==> config.mk <==
export PLATFORM = sky130hd
export DESIGN_NAME = framebuffer_writer
export DESIGN_NICKNAME = d
export VERILOG_FILES = /design/src/rtl/fb_pkg.sv /design/src/rtl/fbw_fifo.sv /design/src/rtl/framebuffer_writer.sv
export SDC_FILE = /design/constraint.sdc
export NUM_CORES = 1
export LEC_CHECK = 0
export BUFFER_PORTS_ARGS = -buffer_cell sky130_fd_sc_hd__buf_2
export CAP_MARGIN = 20
export CORE_ASPECT_RATIO = 1.25
export CORE_MARGIN = 2
export CORE_UTILIZATION = 25
export CTS_CLUSTER_DIAMETER = 60
export DETAILED_ROUTE_END_ITERATION = 7
export PLACE_DENSITY = 0.48
export SLEW_MARGIN = 20
export SYNTH_ARGS = -nofsm -noshare
export SYNTH_HDL_FRONTEND = slang
export SYNTH_SLANG_ARGS = --single-unit
==> constraint.sdc <==
create_clock -name clk -period 8.45 [get_ports clk]
set_input_delay 1.69 -clock clk [delete_from_list [all_inputs] [get_ports clk]]
set_output_delay 1.69 -clock clk [all_outputs]
set_load 0.05 [all_outputs]
==> src/rtl/fb_pkg.sv <==
// Shared types and constants for the frame buffer write path.
// Entries carry a 20-bit linear address and one RGB888 pixel.
package fb_pkg;

    localparam int FB_ADDR_W       = 20;
    localparam int FB_PIX_W        = 24;
    localparam int FB_FRAME_PIXELS = 307200;

    typedef enum logic {
        WAIT_SOF,
        ACTIVE
    } fbw_state_t;

    typedef struct packed {
        logic [FB_ADDR_W-1:0] addr;
        logic [FB_PIX_W-1:0]  data;
    } fb_entry_t;

    // Advance a frame pointer, wrapping after the last pixel.
    function automatic logic [FB_ADDR_W-1:0] fb_ptr_inc(
        input logic [FB_ADDR_W-1:0] p,
        input logic [FB_ADDR_W-1:0] last
    );
        if (p == last) begin
            return '0;
        end
        return p + FB_ADDR_W'(1);
    endfunction

endpackage

==> src/rtl/fbw_fifo.sv <==
// Two-entry {addr,data} queue between pixel intake and the SRAM port.
// The head stays in place until popped, so it can be presented to memory.
module fbw_fifo
    import fb_pkg::*;
(
    input  logic      i_clk,
    input  logic      i_rst,
    input  logic      i_clr,
    input  logic      i_push,
    input  fb_entry_t i_din,
    input  logic      i_pop,
    output fb_entry_t o_head,
    output logic      o_full,
    output logic      o_empty
);

    fb_entry_t  r_mem [2];
    logic       r_wp;
    logic       r_rp;
    logic [1:0] r_cnt;
    logic       w_push_ok;
    logic       w_pop_ok;

    assign o_full    = (r_cnt == 2'd2);
    assign o_empty   = (r_cnt == 2'd0);
    assign w_pop_ok  = i_pop & ~o_empty;
    assign w_push_ok = i_push & (~o_full | w_pop_ok);
    assign o_head    = r_mem[r_rp];

    // Storage, pointers and occupancy; a full queue may push if it pops too.
    always_ff @(posedge i_clk or posedge i_rst) begin
        if (i_rst) begin
            r_mem[0] <= '0;
            r_mem[1] <= '0;
            r_wp     <= 1'b0;
            r_rp     <= 1'b0;
            r_cnt    <= 2'd0;
        end else if (i_clr) begin
            r_mem[0] <= '0;
            r_mem[1] <= '0;
            r_wp     <= 1'b0;
            r_rp     <= 1'b0;
            r_cnt    <= 2'd0;
        end else begin
            if (w_push_ok) begin
                r_mem[r_wp] <= i_din;
                r_wp        <= ~r_wp;
            end
            if (w_pop_ok) begin
                r_rp <= ~r_rp;
            end
            if (w_push_ok && !w_pop_ok) begin
                r_cnt <= r_cnt + 2'd1;
            end else if (!w_push_ok && w_pop_ok) begin
                r_cnt <= r_cnt - 2'd1;
            end
        end
    end

endmodule

==> src/rtl/framebuffer_writer.sv <==
// Pixel stream to frame buffer SRAM writer with self-generated addresses.
// Optional FBW_FRAME_CNT_EN adds an 8-bit completed-frame counter output.
module framebuffer_writer
    import fb_pkg::*;
#(
    parameter int FRAME_PIXELS = FB_FRAME_PIXELS,
    parameter int PIX_W        = FB_PIX_W
)
(
    input  logic                 clk,
    input  logic                 rst,
    input  logic                 s_rst,
    input  logic                 enable,
    input  logic                 pix_valid,
    input  logic                 pix_sof,
    input  logic [PIX_W-1:0]     pix_data,
    output logic                 pix_ready,
    output logic                 mem_req,
    output logic [FB_ADDR_W-1:0] mem_addr,
    output logic [PIX_W-1:0]     mem_wdata,
    input  logic                 mem_ack,
    output logic                 frame_done,
    output logic                 sync_err
`ifdef FBW_FRAME_CNT_EN
    ,
    output logic [7:0]           frame_count
`endif
);

    localparam logic [FB_ADDR_W-1:0] LAST_ADDR =
        FB_ADDR_W'(FRAME_PIXELS - 1);

    fbw_state_t           r_state;
    fbw_state_t           w_state_nxt;
    logic [FB_ADDR_W-1:0] r_wr_ptr;
    logic [FB_ADDR_W-1:0] w_wr_ptr_nxt;
    logic                 w_ready;
    logic                 w_push;
    fb_entry_t            w_entry;
    logic                 w_sync_err;
    logic                 r_sync_err;
    logic                 w_pop;
    fb_entry_t            w_head;
    logic                 w_full;
    logic                 w_empty;
    logic                 r_req;
    logic [FB_ADDR_W-1:0] r_addr;
    logic [PIX_W-1:0]     r_wdata;
    logic                 r_frame_done;

    fbw_fifo u_fifo (
        .i_clk   (clk),
        .i_rst   (rst),
        .i_clr   (s_rst),
        .i_push  (w_push),
        .i_din   (w_entry),
        .i_pop   (w_pop),
        .o_head  (w_head),
        .o_full  (w_full),
        .o_empty (w_empty)
    );

    // State, write pointer and sync-error pulse registers.
    always_ff @(posedge clk or posedge rst) begin
        if (rst) begin
            r_state    <= WAIT_SOF;
            r_wr_ptr   <= '0;
            r_sync_err <= 1'b0;
        end else if (s_rst) begin
            r_state    <= WAIT_SOF;
            r_wr_ptr   <= '0;
            r_sync_err <= 1'b0;
        end else begin
            r_state    <= w_state_nxt;
            r_wr_ptr   <= w_wr_ptr_nxt;
            r_sync_err <= w_sync_err;
        end
    end

    // Intake: handshake, address assignment and frame (re)alignment.
    always_comb begin
        w_state_nxt  = r_state;
        w_wr_ptr_nxt = r_wr_ptr;
        w_ready      = 1'b0;
        w_push       = 1'b0;
        w_entry      = '0;
        w_sync_err   = 1'b0;
        unique case (r_state)
            WAIT_SOF: begin
                w_ready = enable;
                if (pix_valid && w_ready && pix_sof) begin
                    w_push       = 1'b1;
                    w_entry.data = pix_data;
                    w_wr_ptr_nxt = fb_ptr_inc('0, LAST_ADDR);
                    w_state_nxt  = ACTIVE;
                end
            end
            ACTIVE: begin
                w_ready = enable & ~w_full;
                if (pix_valid && w_ready) begin
                    w_push       = 1'b1;
                    w_entry.data = pix_data;
                    if (pix_sof) begin
                        w_sync_err   = (r_wr_ptr != '0);
                        w_wr_ptr_nxt = fb_ptr_inc('0, LAST_ADDR);
                    end else begin
                        w_entry.addr = r_wr_ptr;
                        w_wr_ptr_nxt = fb_ptr_inc(r_wr_ptr, LAST_ADDR);
                    end
                end
            end
        endcase
    end

    assign w_pop = r_req & mem_ack;

    // Memory port: load the head while idle, drop request and pop on ack.
    always_ff @(posedge clk or posedge rst) begin
        if (rst) begin
            r_req        <= 1'b0;
            r_addr       <= '0;
            r_wdata      <= '0;
            r_frame_done <= 1'b0;
        end else if (s_rst) begin
            r_req        <= 1'b0;
            r_addr       <= '0;
            r_wdata      <= '0;
            r_frame_done <= 1'b0;
        end else begin
            r_frame_done <= 1'b0;
            if (r_req) begin
                if (mem_ack) begin
                    r_req        <= 1'b0;
                    r_frame_done <= (r_addr == LAST_ADDR);
                end
            end else if (!w_empty) begin
                r_req   <= 1'b1;
                r_addr  <= w_head.addr;
                r_wdata <= w_head.data;
            end
        end
    end

    assign pix_ready  = w_ready;
    assign mem_req    = r_req;
    assign mem_addr   = r_addr;
    assign mem_wdata  = r_wdata;
    assign frame_done = r_frame_done;
    assign sync_err   = r_sync_err;

`ifdef FBW_FRAME_CNT_EN
    logic [7:0] r_frame_count;

    // Completed-frame counter; a resync restarts the count.
    always_ff @(posedge clk or posedge rst) begin
        if (rst) begin
            r_frame_count <= 8'd0;
        end else if (s_rst) begin
            r_frame_count <= 8'd0;
        end else if (r_sync_err) begin
            r_frame_count <= 8'd0;
        end else if (r_frame_done) begin
            r_frame_count <= r_frame_count + 8'd1;
        end
    end

    assign frame_count = r_frame_count;
`endif

endmodule

Word level (Yosys, flattened, before mapping)
Cells that the tools add are included.
{"block": "totals", "reg_bits": 160, "in_bits": 31, "output_inout_bits": 48}
{"block": "op_classes", "n_addsub": 3, "n_lt_le_gt_ge": 3, "n_eq_ne": 7, "mux": 54, "bitwise_logic": 12, "n_reduce_logical": 15}
{"operator": "$mux W20", "n": 11}
{"operator": "$mux W44", "n": 5}
{"operator": "$mux W88", "n": 2}
{"operator": "$mux W24", "n": 4}
{"operator": "$bwmux W88", "n": 1}
{"operator": "$pmux W24 S2", "n": 1}
{"operator": "$demux W44 S1", "n": 1}
{"operator": "$eq A20 B19 Y1 const B", "n": 2}
{"operator": "$pmux W20 S2", "n": 1}
{"operator": "$mux W1", "n": 23}
{"operator": "$add A20 B1 Y20 const B", "n": 1}
{"operator": "$reduce_bool A20 Y1", "n": 1}
{"operator": "$logic_and A1 B1 Y1", "n": 6}
{"operator": "$mux W2", "n": 3}
{"operator": "$not A1 Y1", "n": 5}
{"operator": "$and A1 B1 Y1", "n": 4}
{"operator": "$ge A2 B2 Y1 const B", "n": 2}
{"operator": "$ne A2 B2 Y1 const B", "n": 2}
{"operator": "$not A1 Y2", "n": 2}
{"operator": "$pmux W1 S2", "n": 2}
{"operator": "$reduce_and A2 Y1", "n": 2}
{"operator": "$reduce_bool A2 Y1", "n": 2}
{"operator": "$ne A3 B2 Y1 const B", "n": 1}
{"operator": "$ne A3 B3 Y1 const B", "n": 1}
{"operator": "8 further kinds", "n": 9}

Longest topological paths before layout
Gate-level depths: netlist of run 1.
{"block": "logic_depth", "ltp_word": 12, "mapped_depth": 9, "mapped_depth_nobuf": 6}

Modules after synthesis
Synthesis of run 1 repeated with hierarchy kept, for this count alone.
{"block": "unflattened", "hier_cells": 597, "hier_area_um2": 7279.5}
{"mod": "fbw_fifo", "n_inst": 1, "cells_each": 277, "area_per_inst_um2": 3948.8, "seq_area_each_um2": 2302.2}
{"mod": "framebuffer_writer", "n_inst": 1, "cells_each": 320, "area_per_inst_um2": 3330.7, "seq_area_each_um2": 1701.6}

Worst setup path after synthesis of run 1
OpenSTA, ideal clock, no wires.
{"block": "synth_timing", "path_kind": "input-to-output", "from": "input enable", "to": "output pix_ready", "arrival_time_ns": 2.097, "t_required_ns": 6.760, "slack_ns": 4.663, "path_stages": 1, "cell_sequence": "and2_1"}
{"block": "synth_between", "elab_chain_len": 2}
{"item": "from (decl)", "line_no": "framebuffer_writer.sv:13", "text": "input logic enable,"}
{"item": "$and A1 B1 Y1", "line_no": "framebuffer_writer.sv:99", "text": "w_ready = enable & ~w_full;"}
{"item": "$pmux W1 S2 *", "line_no": "framebuffer_writer.sv:88", "text": "unique case (r_state)"}
{"item": "to (decl)", "line_no": "framebuffer_writer.sv:17", "text": "output logic pix_ready,"}
Mark *: on every way between the ends. The rest lies on a longest branch, timed or not.

Worst setup path in the final report of run 1
Same ends and word-level chain as after synthesis.

==> flow_summary_export.csv, run 1 <==
group,metric,value,unit
setup_path,crit_path_top_delay_cell,"sky130_fd_sc_hd__buf_2",
route,routed_vias,5134,
clock_tree,cts.reportedPaths.clkPinSlew,60,ps
sta,timing.final.max_slew_violations,0,
sta,timing.setup.tns,0,ps
synthesis,syn_inst,662,
placed_design,place.detailed.hpwl,11900,µm
route,average_detailed_routed_wire_length_per_instance,17.3,µm
sta,worstMarginPinSlew,914,ps
pwr,power_density,214,nW/µm²
floorplanning,initial_utilization,0.256,
clock_tree,ctsLongestPathBuffers,2,
sta,slew_headroom,0.390,
synthesis,ys_dominant_reg_cell,"sky130_fd_sc_hd__dfrtp_1",
layout,final_design_area_no_fill,8380,µm²
synthesis,synth_most_common_cell,"sky130_fd_sc_hd__dfrtp_1",
synthesis,yosys-top-cells-count,"sky130_fd_sc_hd__dfrtp_1 (160), sky130_fd_sc_hd__a22o_1 (63), sky130_fd_sc_hd__nand2_1 (60), sky130_fd_sc_hd__nor2_1 (57), sky130_fd_sc_hd__a211oi_1 (47)",
setup_path,timing.critical_path.fanout_max,5,
clock_tree,clk_latency_worst_skew_pair,430,ps
floorplanning,design.core.area,27700,µm²
floorplanning,floorplan.io_pins,79,
floorplanning,die_x,155,µm
synthesis,postSynth.asyncResetShare,1.00,
layout,area_growth_syn_to_layout,18.2,%
placed_design,placement.cell_area,7760,µm²
clock_tree,tritoncts,"yes",
placed_design,place.port_buffers,78,
synthesis,ys_ff_latch,160,
synthesis,syn_area_per_cell,10.7,µm²
global_routing,grt_start_max_net_pins,96,
synthesis,synth_top_cell_area_share,0.565,
sta,max_freq,0.256,GHz
layout,layout.filler_cells,2904,
setup_path,cp.arrival,2210,ps
placed_design,place_congestion,0.736,
clock_tree,post_cts_resized,0,
synthesis,synthesis.area,7090,µm²
global_routing,grt_pass1_wl,30100,µm
global_routing,globalRoute.totalOverflow,0,
worst_hold_path,hold_path_class,"reg2reg",
sta,setup_viol,0,
global_routing,initial_antenna_violation_count,2,
global_routing,grt_pass1_vias,5231,
floorplanning,std_cell_rows,68,
pwr,power.static_leakage,3.59,nW
sta,hold_viol_final,0,
floorplanning,overall_die_area,29700,µm²
layout,post_route_cells_drive_above_1_share,0.180,
layout,num-nets-final,746,
floorplanning,fp.dieH,192,µm
synthesis,post_synth_num_cell_types,46,
sta,rsz0062_at_grt,"false",
route,finalWirelength,18600,µm
route,drt-vias-per-instance,4.76,
route,drc,0,
sta,fin_crit_sh,0.462,
pwr,irDropWorstVdd,144,µV
synthesis,ys_seq_area_frac,0.565,
setup_path,start_kind,"input pin",
synthesis,synth_top_cell_by_area,"sky130_fd_sc_hd__dfrtp_1",
setup_path,crit_path_cell_trace,"buf_2, and2_1, buf_2",
synthesis,yosysWarnings,0,
route,ant_nets,0,
synthesis,synthTopCellsByArea,"sky130_fd_sc_hd__dfrtp_1 (56%), sky130_fd_sc_hd__a22o_1 (7.8%), sky130_fd_sc_hd__mux2i_1 (6.2%)",
route,firstDrtPassIters,4,
synthesis,synth_enable_flop_cells,0,
layout,final_util,0.302,
setup_path,worstSetupEndpointType,"output port",
sta,post-route-min-period,3900,ps
clock_tree,cts_max_level,4,
clock_tree,cts_inserted_buffers,17,
route,detailedRoute.firstIterationViolations,269,
sta,fin_worst_skew,8.32,ps
clock_tree,clockRootBuffer,"sky130_fd_sc_hd__clkbuf_16",
clock_tree,cts_setup_buffers,0,
status,run_status,"finished clean",
setup_path,required,6760,ps
setup_path,setup.worst_path.class,"in2out",
clock_tree,clock-sinks,160,
run,max-cap-violations,0,
setup_path,timing.critical_path.mode_cell,"sky130_fd_sc_hd__buf_2",
clock_tree,cts_hold_buffers,0,
synthesis,synth.net_count,695,
global_routing,groute.usage.overall,0.131,
setup_path,cpPeakStageDelay,250,ps
cells in the final DEF (no fill, tap or decap), types with 3 or more instances in the layout:
cell	synthesis	final
sky130_fd_sc_hd__a211oi_1	47	47
sky130_fd_sc_hd__a21oi_1	20	20
sky130_fd_sc_hd__a22o_1	63	63
sky130_fd_sc_hd__a32o_1	3	3
sky130_fd_sc_hd__and2_1	7	7
sky130_fd_sc_hd__and3_1	8	7
sky130_fd_sc_hd__buf_2	16	78
sky130_fd_sc_hd__buf_4	1	8
sky130_fd_sc_hd__clkbuf_16	0	17
sky130_fd_sc_hd__clkinv_4	0	3
sky130_fd_sc_hd__dfrtp_1	160	159
sky130_fd_sc_hd__inv_1	22	21
sky130_fd_sc_hd__inv_6	0	5
sky130_fd_sc_hd__inv_8	0	3
sky130_fd_sc_hd__mux2i_1	44	44
sky130_fd_sc_hd__nand2_1	60	60
sky130_fd_sc_hd__nand3_1	10	10
sky130_fd_sc_hd__nand4_1	11	11
sky130_fd_sc_hd__nor2_1	57	55
sky130_fd_sc_hd__nor2b_1	3	3
sky130_fd_sc_hd__nor3_1	5	5
sky130_fd_sc_hd__nor4_1	4	4
sky130_fd_sc_hd__o21ai_0	37	37
sky130_fd_sc_hd__o21ai_1	4	4
sky130_fd_sc_hd__o22ai_1	3	3
sky130_fd_sc_hd__or3_1	15	15
report_power, final:
group | switching (mW) | internal [mW] | leakage, nW
Sequential | 0.0181 | 0.788 | 2.21
Clock | 0.347 | 0.454 | 0.294
Combinational | 0.140 | 0.0448 | 1.09
Total | 0.505 | 1.29 | 3.59
critical path: cells and delay by family:
kind	cells	cell delay [ps]
buffers and inverters	2	390
AND/OR/NAND/NOR	1	130
state kept, by name (all words and copies together) (netlist names):
signal,cells
frame_done,1
u_fifo.r_rp,1
r_wr_ptr,20
u_fifo.r_wp,1
mem_req,1
u_fifo.r_mem,88
u_fifo.r_cnt,2
mem_wdata,24
sync_err,1
mem_addr,20
r_state,1
cells by family (layout without fill, tap and decap cells):
family	count (synthesis)	after routing	share of synthesized area
XOR/XNOR	1	1	0.00124
flip-flops	160	160	0.565
buffers and inverters	77	141	0.0473
AND/OR/NAND/NOR	192	192	0.131
multiplexers	45	45	0.0637
other	0	2	0
adder cells (fa/ha/maj)	2	2	0.00353
AO/OA/AOI/OAI	185	185	0.188
through the flow:
step,power (mW),worst slack (ps),std cells,hold WS [ps]
finish,1.79,4550,1078,478
global route,1.86,4520,1076,510
CTS,1.82,4530,1076,485
detailed placement,1.01,4530,1044,470
global placement,1.01,4530,1044,462
floorplan,0.951,2440,662,450
worst paths after layout:
kind | start | end | slack [ps] | depth (start not counted)
setup reg to reg | u_fifo.r_cnt[0] | u_fifo.r_mem[78] | 5870 | 6
max in group asynchronous | rst | mem_addr[6] | 5580 | 3
hold / removal | u_fifo.r_mem[6] | u_fifo.r_mem[6] | 480 | 2
hold reg to reg | u_fifo.r_mem[6] | u_fifo.r_mem[6] | 480 | 2
min in group asynchronous | rst | mem_wdata[3] | 1430 | 2
setup / recovery | enable | pix_ready | 4550 | 3
final cells by class:
class                   count  area, µm²  share of cell area
multi-input cells         425       2780               0.332
clock inverters            14        170              0.0203
inverters                  23       91.3              0.0109
clock buffers              18        439              0.0524
well taps                 350        438              0.0523
repair buffers             86        450              0.0538
diodes                      2       5.00            0.000597
flip-flops and latches    160       4010               0.478
per-layer routing:
layer | vias to the layer above | global-route usage | routed length, µm
met3 | 17 | 0.0332 | 704
li1 | 2503 | - | -
met2 | 79 | 0.220 | 9250
met5 | - | 0 | 0
met1 | 2535 | 0.160 | 8190
met4 | 0 | 0.0534 | 479
Power figures use the tool's default switching activity.
==> run 2: changes to the inputs <==
clock period = 3.6 ns   (was 8.45 ns; I/O delays follow)
==> flow_summary_export.csv, run 2 (synthesis gave the netlist of run 1 again) <==
group,metric,value,unit
placed_design,place.port_buffers,78,
layout,largest_register_ffs,88,
layout,top_register_by_number_of_flip_flops,"u_fifo.r_mem",
sta,hold_viol_final,0,
pwr,power_density,507,nW/µm²
clock_tree,cts_max_level,4,
layout,post_route_cells_drive_above_1_share,0.186,
route,drt-vias-per-instance,4.79,
clock_tree,cts_setup_buffers,0,
layout,area_growth_syn_to_layout,19.8,%
global_routing,initial_antenna_violation_count,0,
clock_tree,ctsLongestPathBuffers,2,
sta,setup_viol,0,
clock_tree,clk_latency_worst_skew_pair,420,ps
pwr,design_power_total,4.30,mW
sta,timing.final.max_slew_violations,0,
setup_path,timing.rr.end,"r_wr_ptr[11]",
clock_tree,cts_inserted_buffers,17,
placed_design,setup_slack_after_placement,1000,ps
pwr,irDropWorstVdd,321,µV
floorplanning,fp.dieH,192,µm
setup_path,reg2reg_from,"r_wr_ptr[0]",
setup_path,start_kind,"register",
setup_path,worstPathBufferInverterCount,0,
floorplanning,design.core.area,27700,µm²
route,firstDrtPassIters,5,
route,routed_vias,5184,
global_routing,busiest_layer,"met2",
status,run_status,"finished clean",
setup_path,cpPeakStageDelay,650,ps
global_routing,grtUsageMet3,0.0278,
clock_tree,clockRootBuffer,"sky130_fd_sc_hd__clkbuf_16",
sta,max_freq,0.424,GHz
global_routing,groute.usage.overall,0.131,
setup_path,worstSetupEndpointType,"register",
floorplanning,std_cell_rows,68,
worst_hold_path,hold_path_class,"in2async",
global_routing,globalRoute.totalOverflow,0,
route,finalWirelength,18700,µm
global_routing,grt_pass1_wl,30200,µm
route,detailedRoute.firstIterationViolations,301,
run,max-cap-violations,0,
sta,slew_headroom,0.353,
route,average_detailed_routed_wire_length_per_instance,17.3,µm
clock_tree,clock-sinks,160,
floorplanning,floorplan.io_pins,79,
clock_tree,cts.reportedPaths.clkPinSlew,60,ps
floorplanning,overall_die_area,29700,µm²
setup_path,r2r.worst_path.cells,6,
floorplanning,initial_utilization,0.256,
placed_design,place.detailed.hpwl,12400,µm
setup_path,required,3940,ps
global_routing,grt_pass1_vias,5157,
setup_path,crit_path_top_delay_cell,"sky130_fd_sc_hd__a21oi_2",
layout,mostFrequentLayoutCells,"sky130_fd_sc_hd__dfrtp_1 (159), sky130_fd_sc_hd__buf_2 (78), sky130_fd_sc_hd__a22o_1 (63)",
setup_path,r2r_setup_slack,1240,ps
global_routing,fraction_of_met1_tracks_used_by_global_routing,0.166,
sta,fin_crit_sh,0.655,
pwr,power.static_leakage,3.65,nW
sta,worstMarginPinSlew,971,ps
clock_tree,tritoncts,"yes",
setup_path,crit_path_cell_trace,"ha_1, and2_1, and4_4, a21oi_2, a21oi_1, o21ai_0",
route,ant_nets,0,
layout,num-nets-final,752,
placed_design,place_congestion,0.783,
setup_path,setup.worst_path.class,"reg2reg",
sta,timing.setup.tns,0,ps
clock_tree,post_cts_resized,0,
layout,mostFrequentLayoutCell,"sky130_fd_sc_hd__dfrtp_1",
global_routing,met2_track_utilization_from_global_routing,0.226,
sta,final.setup.worst_slack,1240,ps
sta,fin_worst_skew,5.57,ps
layout,n_antenna_cell,0,
setup_path,timing.critical_path.fanout_max,17,
sta,rsz0062_at_grt,"false",
setup_path,timing.critical_path.max_delay_family,"compound AO/OA/AOI/OAI gates",
floorplanning,die_x,155,µm
sta,post-route-min-period,2360,ps
global_routing,grt_start_max_net_pins,89,
setup_path,cp.arrival,2690,ps
route,drc,0,
clock_tree,cts_hold_buffers,0,
-- run 2: cell type report --
type | count | area (µm²)
tap | 350 | 438
sequential | 160 | 4010
multi-input combinational | 425 | 2780
fill | 2877 | 19200
timing repair buffer | 92 | 533
inverter | 23 | 90.1
clock inverter | 14 | 206
clock buffer | 18 | 439
-- run 2: through the flow --
stage	cells	hold slack [ps]	utilization	area [µm²]
after CTS	1082	423	0.306	8490
after global placement	1050	461	0.283	7850
after floorplan	662	450	-	7090
after detailed placement	1050	470	0.283	7850
after global routing	1082	462	0.306	8490
final	1082	421	0.306	8490
-- run 2: worst register-to-register path, cell delays in order (launching register included) --
cell,delay (ps)
sky130_fd_sc_hd__dfrtp_1,480
sky130_fd_sc_hd__ha_1,310
sky130_fd_sc_hd__and2_1,270
sky130_fd_sc_hd__and4_4,250
sky130_fd_sc_hd__a21oi_2,650
sky130_fd_sc_hd__a21oi_1,130
sky130_fd_sc_hd__o21ai_0,190
-- run 2: report_power, final --
part           total (mW)  switching [mW]  internal [mW]
registers            1.89          0.0428           1.85
logic               0.442           0.330          0.112
clock network        1.97           0.774           1.19
-- run 2: how the worst max path moves through the flow --
stage                          from          endpoint  slack (ps)  cells past startpoint
finish                  r_wr_ptr[0]      r_wr_ptr[11]        1240                      6
CTS                 u_fifo.r_cnt[0]         pix_ready        1250                      3
floorplan                       rst        frame_done         850                      1
global placement              s_rst  u_fifo.r_mem[35]        1000                      5
global route            r_wr_ptr[0]      r_wr_ptr[11]        1040                      6
detailed placement            s_rst  u_fifo.r_mem[38]        1000                      5
-- run 2: per-layer routing --
layer	vias to the layer above	wire length, µm
li1	2511	-
met1	2557	8200
met2	102	9650
met3	14	597
met4	0	227
met5	-	0
